File: config.mk
export PLATFORM = sky130hd
export DESIGN_NAME = mdu_iter_flat
export DESIGN_NICKNAME = d
export VERILOG_FILES = /design/src/rtl/mdu_pkg.sv /design/src/rtl/mdu_iter_if.sv /design/src/rtl/mdu_datapath.sv /design/src/rtl/mdu_iter.sv /design/src/flat_wrapper.sv
export SDC_FILE = /design/constraint.sdc
export NUM_CORES = 1
export LEC_CHECK = 0
export BUFFER_PORTS_ARGS = -buffer_cell sky130_fd_sc_hd__buf_2
export CORE_MARGIN = 8
export CORE_UTILIZATION = 57
export CTS_BUF_LIST = sky130_fd_sc_hd__clkbuf_2
export CTS_CLUSTER_SIZE = 10
export DETAILED_ROUTE_END_ITERATION = 10
export PLACE_DENSITY = 0.8
export SYNTH_ARGS = -nofsm -noshare
export SYNTH_HDL_FRONTEND = slang
export SYNTH_SLANG_ARGS = --single-unit
File: constraint.sdc
create_clock -name clk -period 3.4 [get_ports clk]
set_input_delay 0.17 -clock clk [delete_from_list [all_inputs] [get_ports clk]]
set_output_delay 0.17 -clock clk [all_outputs]
set_load 0.02 [all_outputs]
File: src/rtl/mdu_pkg.sv
// mdu_pkg: shared op codes and FSM state type for the iterative
// multiply/divide unit.
package mdu_pkg;

  localparam logic [2:0] OP_MULTU = 3'b000;
  localparam logic [2:0] OP_MULT  = 3'b001;
  localparam logic [2:0] OP_DIVU  = 3'b010;
  localparam logic [2:0] OP_DIV   = 3'b011;
  localparam logic [2:0] OP_MTHI  = 3'b100;
  localparam logic [2:0] OP_MTLO  = 3'b101;

  typedef enum logic [1:0] {
    IDLE = 2'd0,
    RUN  = 2'd1,
    FIX  = 2'd2
  } state_e;

endpackage

File: src/rtl/mdu_iter_if.sv
// mdu_iter_if: request/result bundle between the execute stage (master)
// and the multiply/divide unit (slave).
//   start, op, A, B : request, sampled on the rising clock edge
//   busy, done      : unit status, both registered
//   hi, lo          : architectural HI/LO registers
interface mdu_iter_if #(parameter int WIDTH = 32);
  logic             start;
  logic [2:0]       op;
  logic [WIDTH-1:0] A;
  logic [WIDTH-1:0] B;
  logic             busy;
  logic             done;
  logic [WIDTH-1:0] hi;
  logic [WIDTH-1:0] lo;

  modport master (output start, op, A, B, input busy, done, hi, lo);
  modport slave  (input start, op, A, B, output busy, done, hi, lo);
endinterface

File: src/rtl/mdu_datapath.sv
// mdu_datapath: operand magnitudes, 2*WIDTH accumulator, one-bit-per-cycle
// shift-add multiply / restoring divide step, and combinational sign fix-up.
//   load       : capture |A|, |B| and sign flags, clear the accumulator
//   step       : advance one multiply or divide iteration
//   is_div     : divide when set (sampled with load)
//   is_signed  : treat operands as two's complement (sampled with load)
//   res_hi/lo  : signed-corrected result, valid once all steps are done
module mdu_datapath #(parameter int WIDTH = 32) (
  input  logic             clk,
  input  logic             reset,
  input  logic             load,
  input  logic             step,
  input  logic             is_div,
  input  logic             is_signed,
  input  logic [WIDTH-1:0] a_in,
  input  logic [WIDTH-1:0] b_in,
  output logic [WIDTH-1:0] res_hi,
  output logic [WIDTH-1:0] res_lo
);

  logic [2*WIDTH-1:0] acc_q, acc_d;
  logic [WIDTH-1:0]   a_q, a_d, b_q, b_d;
  logic               div_q, div_d;
  logic               res_neg_q, res_neg_d;
  logic               rem_neg_q, rem_neg_d;

  logic               a_neg, b_neg;
  logic [WIDTH-1:0]   a_mag, b_mag, mul_add;
  logic [WIDTH:0]     sum, r_shift, diff;
  logic               qbit;
  logic [WIDTH-1:0]   rem_next;
  logic [2*WIDTH-1:0] prod_fix;
  logic [WIDTH-1:0]   quo, rem;

  always_comb begin
    a_neg = is_signed & a_in[WIDTH-1];
    b_neg = is_signed & b_in[WIDTH-1];
    a_mag = a_neg ? -a_in : a_in;
    b_mag = b_neg ? -b_in : b_in;

    // multiply: add multiplicand into the upper half, shift everything right
    mul_add = b_q[0] ? a_q : '0;
    sum     = {1'b0, acc_q[2*WIDTH-1:WIDTH]} + {1'b0, mul_add};

    // divide: bring in the next dividend bit, keep the difference if no borrow
    r_shift  = {acc_q[2*WIDTH-1:WIDTH], a_q[WIDTH-1]};
    diff     = r_shift - {1'b0, b_q};
    qbit     = ~diff[WIDTH];
    rem_next = qbit ? diff[WIDTH-1:0] : r_shift[WIDTH-1:0];

    acc_d     = acc_q;
    a_d       = a_q;
    b_d       = b_q;
    div_d     = div_q;
    res_neg_d = res_neg_q;
    rem_neg_d = rem_neg_q;

    if (load) begin
      acc_d     = '0;
      a_d       = a_mag;
      b_d       = b_mag;
      div_d     = is_div;
      // a zero divisor must leave the all-ones quotient untouched
      res_neg_d = (a_neg ^ b_neg) & (b_in != '0);
      rem_neg_d = a_neg;
    end else if (step) begin
      if (div_q) begin
        acc_d = {rem_next, acc_q[WIDTH-2:0], qbit};
        a_d   = a_q << 1;
      end else begin
        acc_d = {sum, acc_q[WIDTH-1:1]};
        b_d   = b_q >> 1;
      end
    end

    prod_fix = res_neg_q ? -acc_q : acc_q;
    quo      = acc_q[WIDTH-1:0];
    rem      = acc_q[2*WIDTH-1:WIDTH];
    if (div_q) begin
      res_lo = res_neg_q ? -quo : quo;
      res_hi = rem_neg_q ? -rem : rem;
    end else begin
      res_lo = prod_fix[WIDTH-1:0];
      res_hi = prod_fix[2*WIDTH-1:WIDTH];
    end
  end

  always_ff @(posedge clk) begin
    if (reset) begin
      acc_q     <= '0;
      a_q       <= '0;
      b_q       <= '0;
      div_q     <= 1'b0;
      res_neg_q <= 1'b0;
      rem_neg_q <= 1'b0;
    end else begin
      acc_q     <= acc_d;
      a_q       <= a_d;
      b_q       <= b_d;
      div_q     <= div_d;
      res_neg_q <= res_neg_d;
      rem_neg_q <= rem_neg_d;
    end
  end

endmodule

File: src/rtl/mdu_iter.sv
// mdu_iter: iterative multiply/divide unit with HI/LO registers.
//   clk, reset : clock and synchronous active-high reset
//   bus        : mdu_iter_if slave (start/op/A/B in, busy/done/hi/lo out)
//
// state | meaning
// IDLE  | accepts start; mthi/mtlo write HI/LO directly
// RUN   | one multiply/divide step per cycle, WIDTH cycles (down-counter)
// FIX   | sign-corrected result written to HI/LO, done pulsed
module mdu_iter
  import mdu_pkg::*;
#(parameter int WIDTH = 32) (
  input logic        clk,
  input logic        reset,
  mdu_iter_if.slave  bus
);

  localparam int CW = $clog2(WIDTH + 1);

  state_e           state_q, state_d;
  logic [CW-1:0]    cnt_q, cnt_d;
  logic [WIDTH-1:0] hi_q, hi_d, lo_q, lo_d;
  logic             busy_q, busy_d, done_q, done_d;
  logic             dp_load, dp_step;
  logic [WIDTH-1:0] res_hi, res_lo;

  mdu_datapath #(.WIDTH(WIDTH)) u_dp (
    .clk       (clk),
    .reset     (reset),
    .load      (dp_load),
    .step      (dp_step),
    .is_div    (bus.op[1]),
    .is_signed (bus.op[0]),
    .a_in      (bus.A),
    .b_in      (bus.B),
    .res_hi    (res_hi),
    .res_lo    (res_lo)
  );

  always_comb begin
    state_d = state_q;
    cnt_d   = cnt_q;
    hi_d    = hi_q;
    lo_d    = lo_q;
    busy_d  = busy_q;
    done_d  = 1'b0;
    dp_load = 1'b0;
    dp_step = 1'b0;

    case (state_q)
      IDLE: begin
        if (bus.start) begin
          case (bus.op)
            OP_MULTU, OP_MULT, OP_DIVU, OP_DIV: begin
              dp_load = 1'b1;
              cnt_d   = CW'(WIDTH);
              busy_d  = 1'b1;
              state_d = RUN;
            end
            OP_MTHI: hi_d = bus.A;
            OP_MTLO: lo_d = bus.A;
            default: ;
          endcase
        end
      end
      RUN: begin
        dp_step = 1'b1;
        cnt_d   = cnt_q - CW'(1);
        if (cnt_q == CW'(1)) state_d = FIX;
      end
      FIX: begin
        hi_d    = res_hi;
        lo_d    = res_lo;
        busy_d  = 1'b0;
        done_d  = 1'b1;
        state_d = IDLE;
      end
      default: state_d = IDLE;
    endcase
  end

  always_ff @(posedge clk) begin
    if (reset) begin
      state_q <= IDLE;
      cnt_q   <= '0;
      hi_q    <= '0;
      lo_q    <= '0;
      busy_q  <= 1'b0;
      done_q  <= 1'b0;
    end else begin
      state_q <= state_d;
      cnt_q   <= cnt_d;
      hi_q    <= hi_d;
      lo_q    <= lo_d;
      busy_q  <= busy_d;
      done_q  <= done_d;
    end
  end

  assign bus.busy = busy_q;
  assign bus.done = done_q;
  assign bus.hi   = hi_q;
  assign bus.lo   = lo_q;

endmodule
File: src/flat_wrapper.sv
// flat-port wrapper written by rule: the top's interface ports become plain ports
module mdu_iter_flat import mdu_pkg::*;
#(parameter int WIDTH = 32)
  (clk, reset, bus_start, bus_op, bus_A, bus_B, bus_busy, bus_done, bus_hi, bus_lo);
  mdu_iter_if #(.WIDTH(WIDTH)) bus_i ();
  input logic clk;
  input logic reset;
  input wire logic [$bits(bus_i.start)-1:0] bus_start;
  input wire logic [$bits(bus_i.op)-1:0] bus_op;
  input wire logic [$bits(bus_i.A)-1:0] bus_A;
  input wire logic [$bits(bus_i.B)-1:0] bus_B;
  output wire logic [$bits(bus_i.busy)-1:0] bus_busy;
  output wire logic [$bits(bus_i.done)-1:0] bus_done;
  output wire logic [$bits(bus_i.hi)-1:0] bus_hi;
  output wire logic [$bits(bus_i.lo)-1:0] bus_lo;
  assign bus_i.start = bus_start;
  assign bus_i.op = bus_op;
  assign bus_i.A = bus_A;
  assign bus_i.B = bus_B;
  assign bus_busy = bus_i.busy;
  assign bus_done = bus_i.done;
  assign bus_hi = bus_i.hi;
  assign bus_lo = bus_i.lo;
  mdu_iter #(.WIDTH(WIDTH)) u_core (.clk(clk), .reset(reset), .bus(bus_i));
endmodule
# Word level (Yosys, flattened, before mapping)
# Index checks and enable logic that the tools add are counted.
[word_totals]
reg_bits = 205
input_bits = 70
[op_classes]
addsub = 8
n_eq_ne = 14
mux = 37
bitwise = 5
reduce_logical = 16
[ops]
columns = ["operator", "n"]
rows = [
  ["$mux 32", 18],
  ["$mux 64", 2],
  ["$neg 32->32", 4],
  ["$pmux 32 s2", 2],
  ["$neg 64->64", 1],
  ["$add 32x32->33", 1],
  ["$sub 33x32->33", 1],
  ["$reduce_bool 32->1", 1],
  ["$reduce_and 3->1", 5],
  ["$mux 6", 2],
  ["$pmux 6 s2", 1],
  ["$ne 2x2->1 const B", 4],
  ["$reduce_bool 2->1", 4],
  ["$mux 1", 7],
  ["$eq 3x2->1 const B", 2],
  ["$eq 3x3->1 const B", 2],
  ["$eq 6x1->1 const B", 1],
  ["$mux 2", 3],
  ["$sub 6x1->6 const B", 1],
  ["$ne 2x1->1 const B", 2],
  ["$pmux 2 s2", 1],
  ["$reduce_and 2->1", 2],
  ["$reduce_or 4->1", 1],
  ["$and 1x1->1", 3],
  ["other kinds (9)", 9],
]

# Longest topological paths before layout
# Gate-level depths: netlist of the first run.
[logic_depth]
depth_word = 7
ltp_mapped = 14

# Hierarchy
# From an unflattened synthesis of the first run, not the netlist that was laid out.
[hier_totals]
cells_unflattened = 2106
hier_area_um2 = 15840.2
[modules_own_cells]
columns = ["mod", "n_inst", "cells_per_inst", "area_per_inst_um2"]
rows = [
  ["mdu_datapath", 1, 1729, 12505.7],
  ["mdu_iter", 1, 377, 3334.4],
]

# Worst setup path before layout of the first run
# Ideal clock, no wire load.
[synth_path]
kind = "reg2reg"
start = "reg u_core.u_dp.b_q[0]"
end = "reg u_core.u_dp.acc_q[61]"
setup_time_ps = 127
t_arrival_ps = 3063
t_required_ps = 3273
slack_ps = 210
path_stages_with_launch = 14
n_path_buf = 1
period_less_slack_ps = 3190
path_cell_list = "dfxtp_1 > clkbuf_1 > and2_1 > ha_1 > fa_1 > a21oi_1 > o21ai_0 > a41oi_1 > nor4_1 > nor2_1 > o31ai_1 > a21o_1 > a211oi_1 > or3_1"
[synth_between]
elab_chain_cells = 3
word_cells_on_any_way = 5
cone_classes = "add/sub (2); mux (3)"
[synth_lines]
columns = ["element", "line", "text"]
rows = [
  ["start: declaration", "mdu_datapath.sv:22", "logic [WIDTH-1:0] a_q, a_d, b_q, b_d;"],
  ["start signal: assignment", "mdu_datapath.sv:92", "b_q <= '0;"],
  ["start signal: assignment", "mdu_datapath.sv:99", "b_q <= b_d;"],
  ["$sub 33x32->33 / $mux 32 (equally long branches)", "mdu_datapath.sv:47, mdu_datapath.sv:42", ""],
  ["$mux 32 / $add 32x32->33 (equally long branches)", "mdu_datapath.sv:49, mdu_datapath.sv:43", ""],
  ["$mux 64 (*)", "mdu_datapath.sv:67", "if (div_q) begin"],
  ["end signal: assignment", "mdu_datapath.sv:90", "acc_q <= '0;"],
  ["end signal: assignment", "mdu_datapath.sv:97", "acc_q <= acc_d;"],
  ["end: declaration", "mdu_datapath.sv:21", "logic [2*WIDTH-1:0] acc_q, acc_d;"],
]
# Every way passes the cells marked *; elsewhere a longest branch is shown, timed or not.
# A chain may end at the register's enable or synchronous reset.

# Final worst setup path of the first run
[layout_path]
start = "in bus_A[10]"
end = "reg u_core.u_dp.a_q[25]"
[layout_between]
elab_chain_cells = 3
[layout_lines]
columns = ["element", "line", "text"]
rows = [
  ["start: declaration", "flat_wrapper.sv:10", "input wire logic [$bits(bus_i.A)-1:0] bus_A;"],
  ["$neg 32->32", "mdu_datapath.sv:38", "a_mag = a_neg ? -a_in : a_in;"],
  ["$mux 32", "mdu_datapath.sv:38", ""],
  ["$mux 32", "mdu_datapath.sv:58", "if (load) begin"],
  ["end signal: assignment", "mdu_datapath.sv:91", "a_q <= '0;"],
  ["end signal: assignment", "mdu_datapath.sv:98", "a_q <= a_d;"],
  ["end: declaration", "mdu_datapath.sv:22", ""],
]
# No other way between the ends.

==> metrics.txt, run 1 <==
status finished clean; first-pass GRT wire length 88060 um; CTS tree yes; Peak Freq 302.5 MHz; vias in the first global route 15.91k; fin. max-slew vios 0; H-tree depth 2; Least-Margin Pin Slew 0.8822 ns; DRT Pass-1 Iters 5; Port Buffer Count 135; Critical Path End Type flop; final setup violation count 0; fin crit period 3.306 ns; Post-synth EDFFs 0; DRC 0; GR Layer Usage met1 45.08%; Worst path max stage delay 0.60 ns; largest net degree at the start of global routing 65; Hold Crit Class in -> reg; Slowest cell on crit path or4_1; Req. time, crit path 4.17 ns; Iter 0 DRT Violations 1775; hpwl dp 41730 um; Crit Path Category in -> reg; clk buf depth 3; Placement Setup Slack 0.001922 ns; average size of a mapped cell 7.399 sq um; Seq/Total Area, Yosys 26.19%; CP cell instances dlygate4sd3_1, buf_2, or4_1, nor4_2, and4b_2, nand2_1, nor4_4, a21oi_1, xor2_1, dlygate4sd3_1, nor2_1, a311oi_1, dlygate4sd3_1; P&R area growth vs syn 16.71%; Cell Area, Placed 16750 sq um; pwr dens 372.1 nW/um^2; asr flop ratio synth 0%; grt ovf 0; Die Ht 181.8 um; I/O pins 136; Design Area, Final 18290 sq um; Die X 181.8 um; clock skew 0.1117 ns; DIE AREA 33050 sq um; worst vdd rail ir drop 225.3 uV; P_leak 0.007413 uW; GRT busiest layer met2; Core ar. 26950 sq um; worst-skew pair later-pin latency 0.91 ns; antenna viol nets, final 0; Final Hold Vio Count 0; Top FF cell, synth dfxtp_1; Initial Utilization 58.14%; FILL cells 2316; Sink Count 205; worst relative slew slack 41.18%; GP Congestion 0.9657; WL per Instance 21.00 um; layout cells sized above 1 14.77%; syn nets 2261; routed via count 17.18k; drt via density 6.322; Reg clk slew, reported paths 0.10 ns; number of warnings issued by yosys 0; Pwr Total 6805 uW; clock root buffer master clkbuf_2; Row Count 60; GRT met2 Usage 49.04%; initial antenna violation count 1; PnR worst setup slack 0.09445 ns; Syn Inst Count 2118; Total Routing Usage GR 32.69%; Yosys reg bits 205; Final nets 2483; drt total wl 57090 um; post-synth cell types 84; cell mode on critical path dlygate4sd3_1; WP data arrival 4.07 ns; grt met3 use 6.347%; period utilization 97.22%; Setup crit start kind input pin; MaxCap Viol Count 0; Post-Syn Area 15670 sq um; crit-path max FO 4; total CTS buffers 54
[power by group]
part           switching [uW]  internal, uW
logic                    1440           982
clock network            1100           575
registers                 166          2540
total                    2710          4100
[synth_stat cells (14+ instances only)]
| library cell | count | area [sq um] |
|---|---|---|
| inv_1 | 64 | 240.2 |
| a21oi_1 | 181 | 905.9 |
| dfxtp_1 | 205 | 4104 |
| nand2_1 | 270 | 1013 |
| o21ai_0 | 122 | 610.6 |
| nor4_1 | 15 | 93.84 |
| xor2_1 | 71 | 621.9 |
| nor2b_1 | 16 | 100.1 |
| o21a_1 | 17 | 127.6 |
| a31oi_1 | 17 | 106.4 |
| or4_1 | 14 | 105.1 |
| xnor2_1 | 101 | 884.6 |
| and2_1 | 39 | 244.0 |
| o31ai_1 | 22 | 165.2 |
| mux2i_1 | 47 | 470.5 |
| a21o_1 | 27 | 202.7 |
| clkbuf_1 | 122 | 457.9 |
| nand3_1 | 25 | 125.1 |
| nor2_1 | 259 | 972.2 |
| a311oi_1 | 64 | 560.5 |
| nor3_1 | 41 | 205.2 |
| ha_1 | 71 | 888.4 |
| a211oi_1 | 72 | 540.5 |
| o41ai_1 | 14 | 122.6 |
[layout make-up]
type | instances | area (sq um) | area share [%]
tap | 341 | 426.7 | 2.333
timing repair buffer | 316 | 2275 | 12.44
clock inverter | 21 | 88.84 | 0.4857
sequential | 205 | 4108 | 22.46
clock buffer | 71 | 355.3 | 1.943
multi-input combinational | 1699 | 10790 | 59.01
antenna | 1 | 2.502 | 0.01368
inverter | 64 | 240.2 | 1.314
[placed cells by master (no fill, tap or decap), types with 18 or more instances in the layout]
| master | Yosys | layout |
|---|---|---|
| a211oi_1 | 72 | 72 |
| a21o_1 | 27 | 27 |
| a21oi_1 | 181 | 179 |
| a311oi_1 | 64 | 64 |
| and2_1 | 39 | 39 |
| buf_2 | 4 | 134 |
| buf_4 | 1 | 87 |
| clkbuf_2 | 4 | 71 |
| clkinv_1 | 0 | 18 |
| dfxtp_1 | 205 | 202 |
| dlygate4sd3_1 | 0 | 95 |
| ha_1 | 71 | 71 |
| inv_1 | 64 | 64 |
| mux2i_1 | 47 | 47 |
| nand2_1 | 270 | 270 |
| nand3_1 | 25 | 25 |
| nor2_1 | 259 | 256 |
| nor3_1 | 41 | 40 |
| o21ai_0 | 122 | 120 |
| o31ai_1 | 22 | 21 |
| xnor2_1 | 101 | 101 |
| xor2_1 | 71 | 71 |
[sequential cells by signal (all words and copies together), names as in the netlist, 2 cells and up]
| name | count |
|---|---|
| u_core.bus.hi | 32 |
| u_core.bus.lo | 32 |
| u_core.cnt_q | 6 |
| u_core.state_q | 2 |
| u_core.u_dp.a_q | 32 |
| u_core.u_dp.acc_q | 64 |
| u_core.u_dp.b_q | 32 |
[routing by layer]
metal / part of all wire [%] / up-vias
met5: 0 / -
met4: 4.1 / 0
met3: 9.6 / 122
met2: 43 / 937
met1: 44 / 8012
li1: - / 8111
[repair_timing]
| item | in CTS | in global routing |
|---|---|---|
| cloned | 0 | 1 |
| endpoints found under the setup margin | 9 | 29 |
| hold endpoints to repair | 130 | 0 |
| pin swaps | 0 | 4 |
| resized for setup | 2 | 18 |
| hold buffers | 95 | 0 |
| setup buffers | 0 | 7 |
[cell families (layout without fill, tap and decap cells)]
kind of cell | Yosys count | after routing | share of synthesized area, %
AND/OR/NAND/NOR | 759 | 759 | 22.05
AO/OA/AOI/OAI | 640 | 641 | 26.93
buffers and inverters | 215 | 472 | 5.757
flip-flops | 205 | 205 | 26.19
XOR/XNOR | 173 | 173 | 9.717
adder cells (fa/ha/maj) | 73 | 73 | 5.925
multiplexers | 53 | 53 | 3.433
other | 0 | 1 | 0
[through the flow]
stage	hold WS, ns	TNS [ns]	util, %	std cells
after detailed placement	0.4433	0	62.14	2522
after floorplan	0.3060	0	-	2118
after global placement	0.4339	0	62.14	2522
after CTS	0.1005	0	67.35	2709
final	0.1665	0	67.86	2718
after global routing	0.1292	-0.09744	67.86	2718
[worst max-delay path, delay by kind of cell]
family	cells	cell delay, ns
buffers and inverters	4	1.82
and+or+nand+nor	6	1.54
xor gates and xnor gates	1	0.15
AOI/OAI and AO/OA	2	0.39
[worst paths after layout]
check	end	slack [ns]	start	cells past startpoint
max	u_core.u_dp.a_q[25]	0.09	bus_A[10]	13
min	u_core.u_dp.div_q	0.17	bus_op[1]	4
max reg2reg	u_core.bus.hi[23]	0.10	u_core.u_dp.acc_q[24]	8
min reg2reg	u_core.u_dp.a_q[10]	0.46	u_core.u_dp.a_q[9]	2
Note: power is estimated with default switching activity, not from simulation.
==> run 2: changes to the inputs <==
Settings changed: SYNTH_HIERARCHICAL from default to 1.
==> run 2 against run 1 <==
  * Critical endpoint is now u_core/bus.hi[2]
  * Synthesized area increased by 1.1%
  * Clock power rose by 11%
  * Highest routed layer is now met5
  * Wire length is 6.0% higher
  * The flow now finishes with violations (setup timing)
==> metrics.txt, run 2 <==
most common cell after layout, fill and taps aside nand2_1; MaxCap Viol Count 0 (unchanged); drt total wl 60490 um (+6.0%); WP data arrival 4.33 ns (+0.26 ns); Slowest cell on crit path or4_4; antenna viol nets, final 0 (unchanged); DRT Pass-1 Iters 5 (unchanged); Largest Register u_core/u_dp/acc_q; XOR/XNOR share of the synthesized area 9.897% (+0.18 points); clk buf depth 3 (unchanged); Port Buffer Count 135 (unchanged); CP delay by family, top simple AND/OR/NAND/NOR gates; post-synth cell types 74 (-12%); DIE AREA 33380 sq um (+0.99%); cell depth of the worst setup path 11 (-2); post-synth top area share 25.91% (-0.28 points); r2r setup slk -0.19 ns (-0.29 ns); number of warnings issued by yosys 6 (+6); vias in the first global route 17.15k (+7.8%); Reg clk slew, reported paths 0.12 ns (+0.02 ns); max reg flops 64 (unchanged); Req. time, crit path 4.15 ns (-0.02 ns); P&R area growth vs syn 23.77%; Iter 0 DRT Violations 1979 (+11%); ranking of synthesized cells by area dfxtp_1 26%, nand2_1 6.2%, nor2_1 6.1%; fin crit period 3.587 ns (+0.2819 ns); critical path capture point u_core/bus.hi[2]; final setup violation count 23 (+23); WL per Instance 21.21 um (+0.99%); CTS tree yes; r2r endpoint u_core/bus.hi[2]; first-pass GRT wire length 92380 um (+4.9%); clock skew 0.1521 ns (+0.04039 ns); most frequent cells in the layout 263 x nand2_1, 254 x nor2_1, 199 x dfxtp_1; Comb power frac 38.3% (+2.8 points); Core ar. 27550 sq um (+2.2%); worst-skew pair later-pin latency 0.97 ns (+0.06 ns); Die X 182.7 um (+0.49%); average size of a mapped cell 7.521 sq um (+1.7%); H-tree depth 2 (unchanged); worst path buffer plus inverter count 0 (-4); Total Routing Usage GR 34.04% (+1.3 points); switching part of the total 39.31% (-0.47 points); Pwr Total 7369 uW (+8.3%); unrepaired setup endpoints after global routing yes; Final nets 2574 (+3.7%); PnR worst setup slack -0.1874 ns (-0.2819 ns); Peak Freq 278.8 MHz (-7.9%); failing checks setup timing; DRC 0 (unchanged); asr flop ratio synth 0% (unchanged); Sink Count 205 (unchanged); Row Count 61 (+1.7%); Worst R2R Path Depth 11 (+3); post-synthesis simple-gate area fraction 21.56% (-0.49 points); total CTS buffers 57 (+5.6%); GP Congestion 0.9618 (-0.40%); status finished, violations left; Post-synth top cells 263 x nand2_1, 259 x nor2_1, 205 x dfxtp_1; largest net degree at the start of global routing 119 (+83%); CP cell instances or4_4, nor4_4, or3b_4, or3_4, or3_4, or4_4, nand2_8, a21oi_1, xor2_1, nand2_1, a311oi_1; Compound-Gate Fraction of Synth Area 27.28% (+0.35 points); largest family of logic cells by synthesized area compound AO/OA/AOI/OAI gates; hpwl dp 41130 um (-1.4%); clock power share 25.2% (+0.5 points); Die Ht 182.7 um (+0.49%); RR Startpoint u_core/u_dp/acc_q[15]; pwr dens 375.9 nW/um^2 (+1.0%); post-synthesis adder-cell area fraction 5.861% (-0.064 points); I/O pins 136 (unchanged); Post-synth EDFFs 0 (unchanged); routed via count 17.86k (+4.0%); worst vdd rail ir drop 254.3 uV (+13%); Top FF cell, synth dfxtp_1; Least-Margin Pin Slew 1.118 ns (+0.2354 ns); area leader, netlist dfxtp_1; switching power 2897 uW (+7.0%); Final Hold Vio Count 0 (unchanged); Critical Path End Type flop; Seq/Total Area, Yosys 25.91% (-0.28 points); Placement Setup Slack -0.2815 ns (-0.2834 ns); Syn Inst Count 2106 (-0.57%); P_int 4472 uW (+9.1%); Hold Crit Class in -> reg; Post-Syn Area 15840 sq um (+1.1%); grt ovf 0 (unchanged); worst relative slew slack 25.49% (-16 points); Setup crit start kind flop; drt via density 6.263 (-0.93%); layout cells sized above 1 20.31% (+5.5 points); most frequent cell after synthesis nand2_1; initial antenna violation count 3 (+2); sequential power share 36.5% (-3.3 points); P_leak 0.008051 uW (+8.6%); period utilization 105.5% (+8.3 points); Initial Utilization 57.49% (-0.65 points); crit-path max FO 11 (+7); Yosys reg bits 205 (unchanged); clock root buffer master clkbuf_2; fin. max-slew vios 0 (unchanged); post-synthesis mux area share 3.728% (+0.29 points); Worst path max stage delay 0.55 ns (-0.05 ns); CP Launch Point u_core/u_dp/acc_q[15]; Crit Path Category reg -> reg; syn nets 2249 (-0.53%)
==> run 2: cell types whose count changed after synthesis, sizes merged, moves of 7 or more <==
cell    previous run  this run
and3               8        15
or3               12        21
o21a              17        10
nor4              16        23
a211oi            72       113
or4               17        10
o21ai            127       109
buf               18        38
clkbuf           132       106
==> run 2: tightest hold or removal path, stage by stage <==
cell and delay, ns:
dlygate4sd3_1 0.53, buf_2 0.16, nand2_1 0.11, a311oi_1 0.10
==> run 2: layout make-up <==
type,count,area [sq um]
clock buffer,86,430.4
fill,2094,7948
multi-input combinational,1687,11150
timing repair buffer,410,3085
clock inverter,14,80.08
tap,378,473.0
inverter,70,262.8
antenna,2,5.005
sequential,205,4116
==> run 2: per-layer routing <==
layer	wire length (um)	up-vias	global-route usage, %	share of wire (%)
li1	-	8253	-	-
met1	23940	8313	41.54	40
met2	27600	1045	56.85	46
met3	5391	249	5.767	8.9
met4	3546	2	17.87	5.9
met5	12	-	0	0.020
==> run 2: kinds of logic (layout without fill, tap and decap cells) <==
| logic type | Yosys count | count (layout) |
|---|---|---|
| and+or+nand+nor | 751 | 751 |
| AOI/OAI and AO/OA | 626 | 626 |
| buffers and inverters | 214 | 580 |
| DFF | 205 | 205 |
| xor gates and xnor gates | 179 | 179 |
| adders and majority gates | 73 | 73 |
| muxes | 58 | 58 |
| other | 0 | 2 |
==> run 2: power groups by stage <==
| stage | sequential [uW] | clock, uW | combinational [uW] |
|---|---|---|---|
| 2_1_floorplan | 2740 | 0 | 1590 |
| 3_3_place_gp | 2730 | 0 | 2430 |
| 3_5_place_dp | 2730 | 0 | 2470 |
| 4_1_cts | 2680 | 1860 | 2640 |
| 5_1_grt | 2700 | 2000 | 3010 |
| 6_report | 2690 | 1860 | 2820 |
==> run 2: worst min path at each step <==
stage	start	to	slack (ns)	cells after the start
final	bus_A[3]	u_core/bus.hi[3]	0.13	4
after global routing	bus_A[29]	u_core/bus.hi[29]	0.11	4
after global placement	bus_op[1]	u_core/u_dp/div_q	0.44	3
after CTS	bus_A[3]	u_core/bus.hi[3]	0.09	4
after detailed placement	bus_op[1]	u_core/u_dp/div_q	0.44	3
after floorplan	bus_A[0]	u_core/u_dp/a_q[0]	0.31	2
==> run 2: per-stage QoR <==
| step | instances | area [sq um] | utilization, % | setup TNS, ns | hold WS (ns) |
|---|---|---|---|---|---|
| after floorplan | 2106 | 15840 | - | -0.7856 | 0.3127 |
| after global placement | 2626 | 17550 | 63.71 | -3.096 | 0.4381 |
| after detailed placement | 2626 | 17550 | 63.71 | -4.744 | 0.4369 |
| after CTS | 2843 | 19320 | 70.12 | -1.726 | 0.08989 |
| after global routing | 2851 | 19600 | 71.15 | -5.001 | 0.1089 |
| final | 2852 | 19610 | 71.15 | -1.960 | 0.1300 |
==> run 2: timing repair <==
action                                  CTS  global route
hold buffers                            116             0
gates resized for setup                  25            46
gates cloned                              0             1
setup buffers                             1             6
hold endpoints to repair                187             0
pin swaps                                 6            22
endpoints found under the setup margin   48            64
==> run 3: changes to the inputs <==
Settings changed: PLACE_DENSITY 0.8 to 0.85.
==> run 3 against run 2 <==
  * Worst hold slack improved by 0.038 ns
  * Core utilization decreased by 1.1 points
  * The run still ends with setup timing left
  * Critical path depth increased by 2
  * Global-route usage about the same
  * Sequential power about the same
  * Maximum frequency decreased by 1.3%
  * Wire length decreased by 2.1%
  * Power decreased by 2.8%
  * Register-to-register slack got worse by 0.05 ns
  * Final cell count decreased by 0.98%
  * Non-clock buffer count decreased by 17
  * Count of clock-buffer cells in the layout decreased by 6
==> metrics.txt, run 3 (synthesis gave the netlist of run 2 again) <==
status finished, violations left; failing checks setup timing; clock skew 0.07985 ns (-0.07226 ns); sequential power share 37.6% (+1.1 points); Initial Utilization 57.49% (unchanged); post-layout util 70.10% (-1.1 points); Reg clk slew, reported paths 0.10 ns (-0.02 ns); Final Hold Vio Count 0 (unchanged); WHS Endpoint u_core/u_dp/b_q[0]; r2r setup slk -0.23 ns (-0.05 ns); Core ar. 27550 sq um (unchanged); HP Start bus_B[0]; WL per Instance 20.96 um (-1.2%); RR Startpoint u_core/u_dp/acc_q[15]; switching power 2804 uW (-3.2%); Die X 182.7 um (unchanged); cell mode on critical path nand2_1; grt ovf 0 (unchanged); Setup crit start kind flop; setup TNS -2.496 ns (-0.5368 ns); Req. time, crit path 4.20 ns (+0.05 ns); cell depth of the worst setup path 13 (+2); unrepaired setup endpoints after global routing yes; Port Buffer Count 135 (unchanged); Comb power frac 37.8% (-0.5 points); fin crit period 3.634 ns (+0.04699 ns); DRT Pass-1 Iters 6 (+1); initial antenna violation count 2 (-1); P_leak 0.007930 uW (-1.5%); Total Routing Usage GR 34.01% (about the same); DIE AREA 33380 sq um (unchanged); drt total wl 59200 um (-2.1%); pwr dens 370.8 nW/um^2 (-1.3%); drt via density 6.377 (+1.8%); clk buf depth 3 (unchanged); DRC 0 (unchanged); fin. max-slew vios 0 (unchanged); CP cell instances or4_4, nor4_4, or3b_4, or3_1, or3_4, nor4_2, buf_4, nand2_1, o21ai_2, a21oi_1, xor2_1, nand2_1, a311oi_2; Placement Setup Slack -0.2983 ns (-0.01683 ns); total CTS buffers 54 (-5.3%); r2r endpoint u_core/bus.hi[11]; P_int 4357 uW (-2.6%); period utilization 106.9% (+1.4 points); Crit Path Category reg -> reg; Least-Margin Pin Slew 0.9122 ns (-0.2055 ns); Critical Path End Type flop; Hold Crit Class in -> reg; final setup violation count 19 (-17%); Worst path max stage delay 0.57 ns (+0.02 ns); Peak Freq 275.1 MHz (-1.3%); I/O pins 136 (unchanged); MaxCap Viol Count 0 (unchanged); Slowest cell on crit path or4_4; H-tree depth 2 (unchanged); antenna viol nets, final 0 (unchanged); most common cell after layout, fill and taps aside nand2_1; worst vdd rail ir drop 215.6 uV (-15%); largest net degree at the start of global routing 136 (+14%); PnR worst setup slack -0.2344 ns (-0.04699 ns); vias in the first global route 17.23k (+0.47%); GP Congestion 0.9824 (+2.1%); crit-path max FO 5 (-6); max reg flops 64 (unchanged); P&R area growth vs syn 21.93%; first-pass GRT wire length 92460 um (about the same); worst hold stages 4 (unchanged); most frequent cells in the layout 263 x nand2_1, 254 x nor2_1, 204 x dfxtp_1; routed via count 18.01k (+0.82%); hpwl dp 40530 um (-1.5%); Row Count 61 (unchanged); Sink Count 205 (unchanged); Die Ht 182.7 um (unchanged); worst-skew pair later-pin latency 0.95 ns (-0.02 ns); Iter 0 DRT Violations 2163 (+9.3%); clock power share 24.6% (-0.6 points); clock root buffer master clkbuf_2; Pwr Total 7161 uW (-2.8%); worst relative slew slack 39.16% (+14 points); Largest Register u_core/u_dp/acc_q; switching part of the total 39.16% (-0.15 points); Worst R2R Path Depth 13 (+2); CTS tree yes; WP data arrival 4.43 ns (+0.10 ns); worst path buffer plus inverter count 1 (+1); layout cells sized above 1 19.18% (-1.1 points); Final nets 2554 (-0.78%); CP delay by family, top simple AND/OR/NAND/NOR gates
run 3: changes by cell type in the layout (fill, tap and decap cells not counted), moves of 3 or more:
cell	before	now
clkinv_2	4	1
buf_12	3	7
nor4_1	14	17
buf_4	155	142
dlygate4sd3_1	116	109
dfxtp_1	199	204
dfxtp_2	4	0
clkbuf_2	86	80
o21ai_0	92	95
run 3: area by class of cell:
| cell class | instances | area, sq um |
|---|---|---|
| Clock inverter | 10 | 52.55 |
| Fill cell | 2099 | 8239 |
| Clock buffer | 80 | 400.4 |
| Timing Repair Buffer | 393 | 2979 |
| Tap cell | 378 | 473.0 |
| Multi-Input combinational cell | 1687 | 11040 |
| Sequential cell | 205 | 4108 |
| Inverter | 70 | 262.8 |
| Antenna cell | 1 | 2.502 |
run 3: worst reg2reg max path: stages (launching register included):
cell	delay (ns)
dfxtp_1	0.33
or4_4	0.57
nor4_4	0.18
or3b_4	0.42
or3_1	0.39
or3_4	0.35
nor4_2	0.15
buf_4	0.16
nand2_1	0.06
o21ai_2	0.10
a21oi_1	0.11
xor2_1	0.29
nand2_1	0.13
a311oi_2	0.30
run 3: power groups by stage:
stage | Combinational (uW) | Sequential, uW | Clock, uW
2_1_floorplan | 1590 | 2740 | 0
3_3_place_gp | 2380 | 2730 | 0
3_5_place_dp | 2410 | 2740 | 0
4_1_cts | 2570 | 2680 | 1760
5_1_grt | 2900 | 2710 | 1900
6_report | 2700 | 2690 | 1760
run 3: how the worst max path moves through the flow:
stage                          start           endpoint
4_1_cts        u_core/u_dp/acc_q[15]  u_core/bus.hi[20]
3_5_place_dp   u_core/u_dp/acc_q[15]  u_core/bus.hi[28]
6_report       u_core/u_dp/acc_q[15]  u_core/bus.hi[11]
3_3_place_gp   u_core/u_dp/acc_q[15]  u_core/bus.hi[28]
2_1_floorplan  u_core/u_dp/acc_q[15]  u_core/bus.hi[20]
5_1_grt        u_core/u_dp/acc_q[15]  u_core/bus.hi[20]
run 3: metal layers:
layer	global-route usage (%)	part of all wire, %	vias to the layer above
met5	0	0.019	-
met4	17.42	5.2	2
met3	5.488	8.8	245
met2	57.09	46	1090
met1	41.60	40	8445
li1	-	-	8227
run 3: what timing repair did:
item | CTS | global route
pin swaps | 3 | 21
buffers inserted | 2 | 0
endpoints found under the hold margin | 141 | 0
hold buffers | 109 | 0
setup endpoints to repair | 41 | 55
gates resized for setup | 11 | 36
run 3: metrics by stage:
stage                     std cells  hold slack (ns)  cell area (sq um)
final                          2824           0.1678              19310
after global routing           2824           0.1556              19310
after CTS                      2823           0.1070              19170
after detailed placement       2622           0.4332              17570
after global placement         2622           0.4352              17570
after floorplan                2106           0.3127              15840
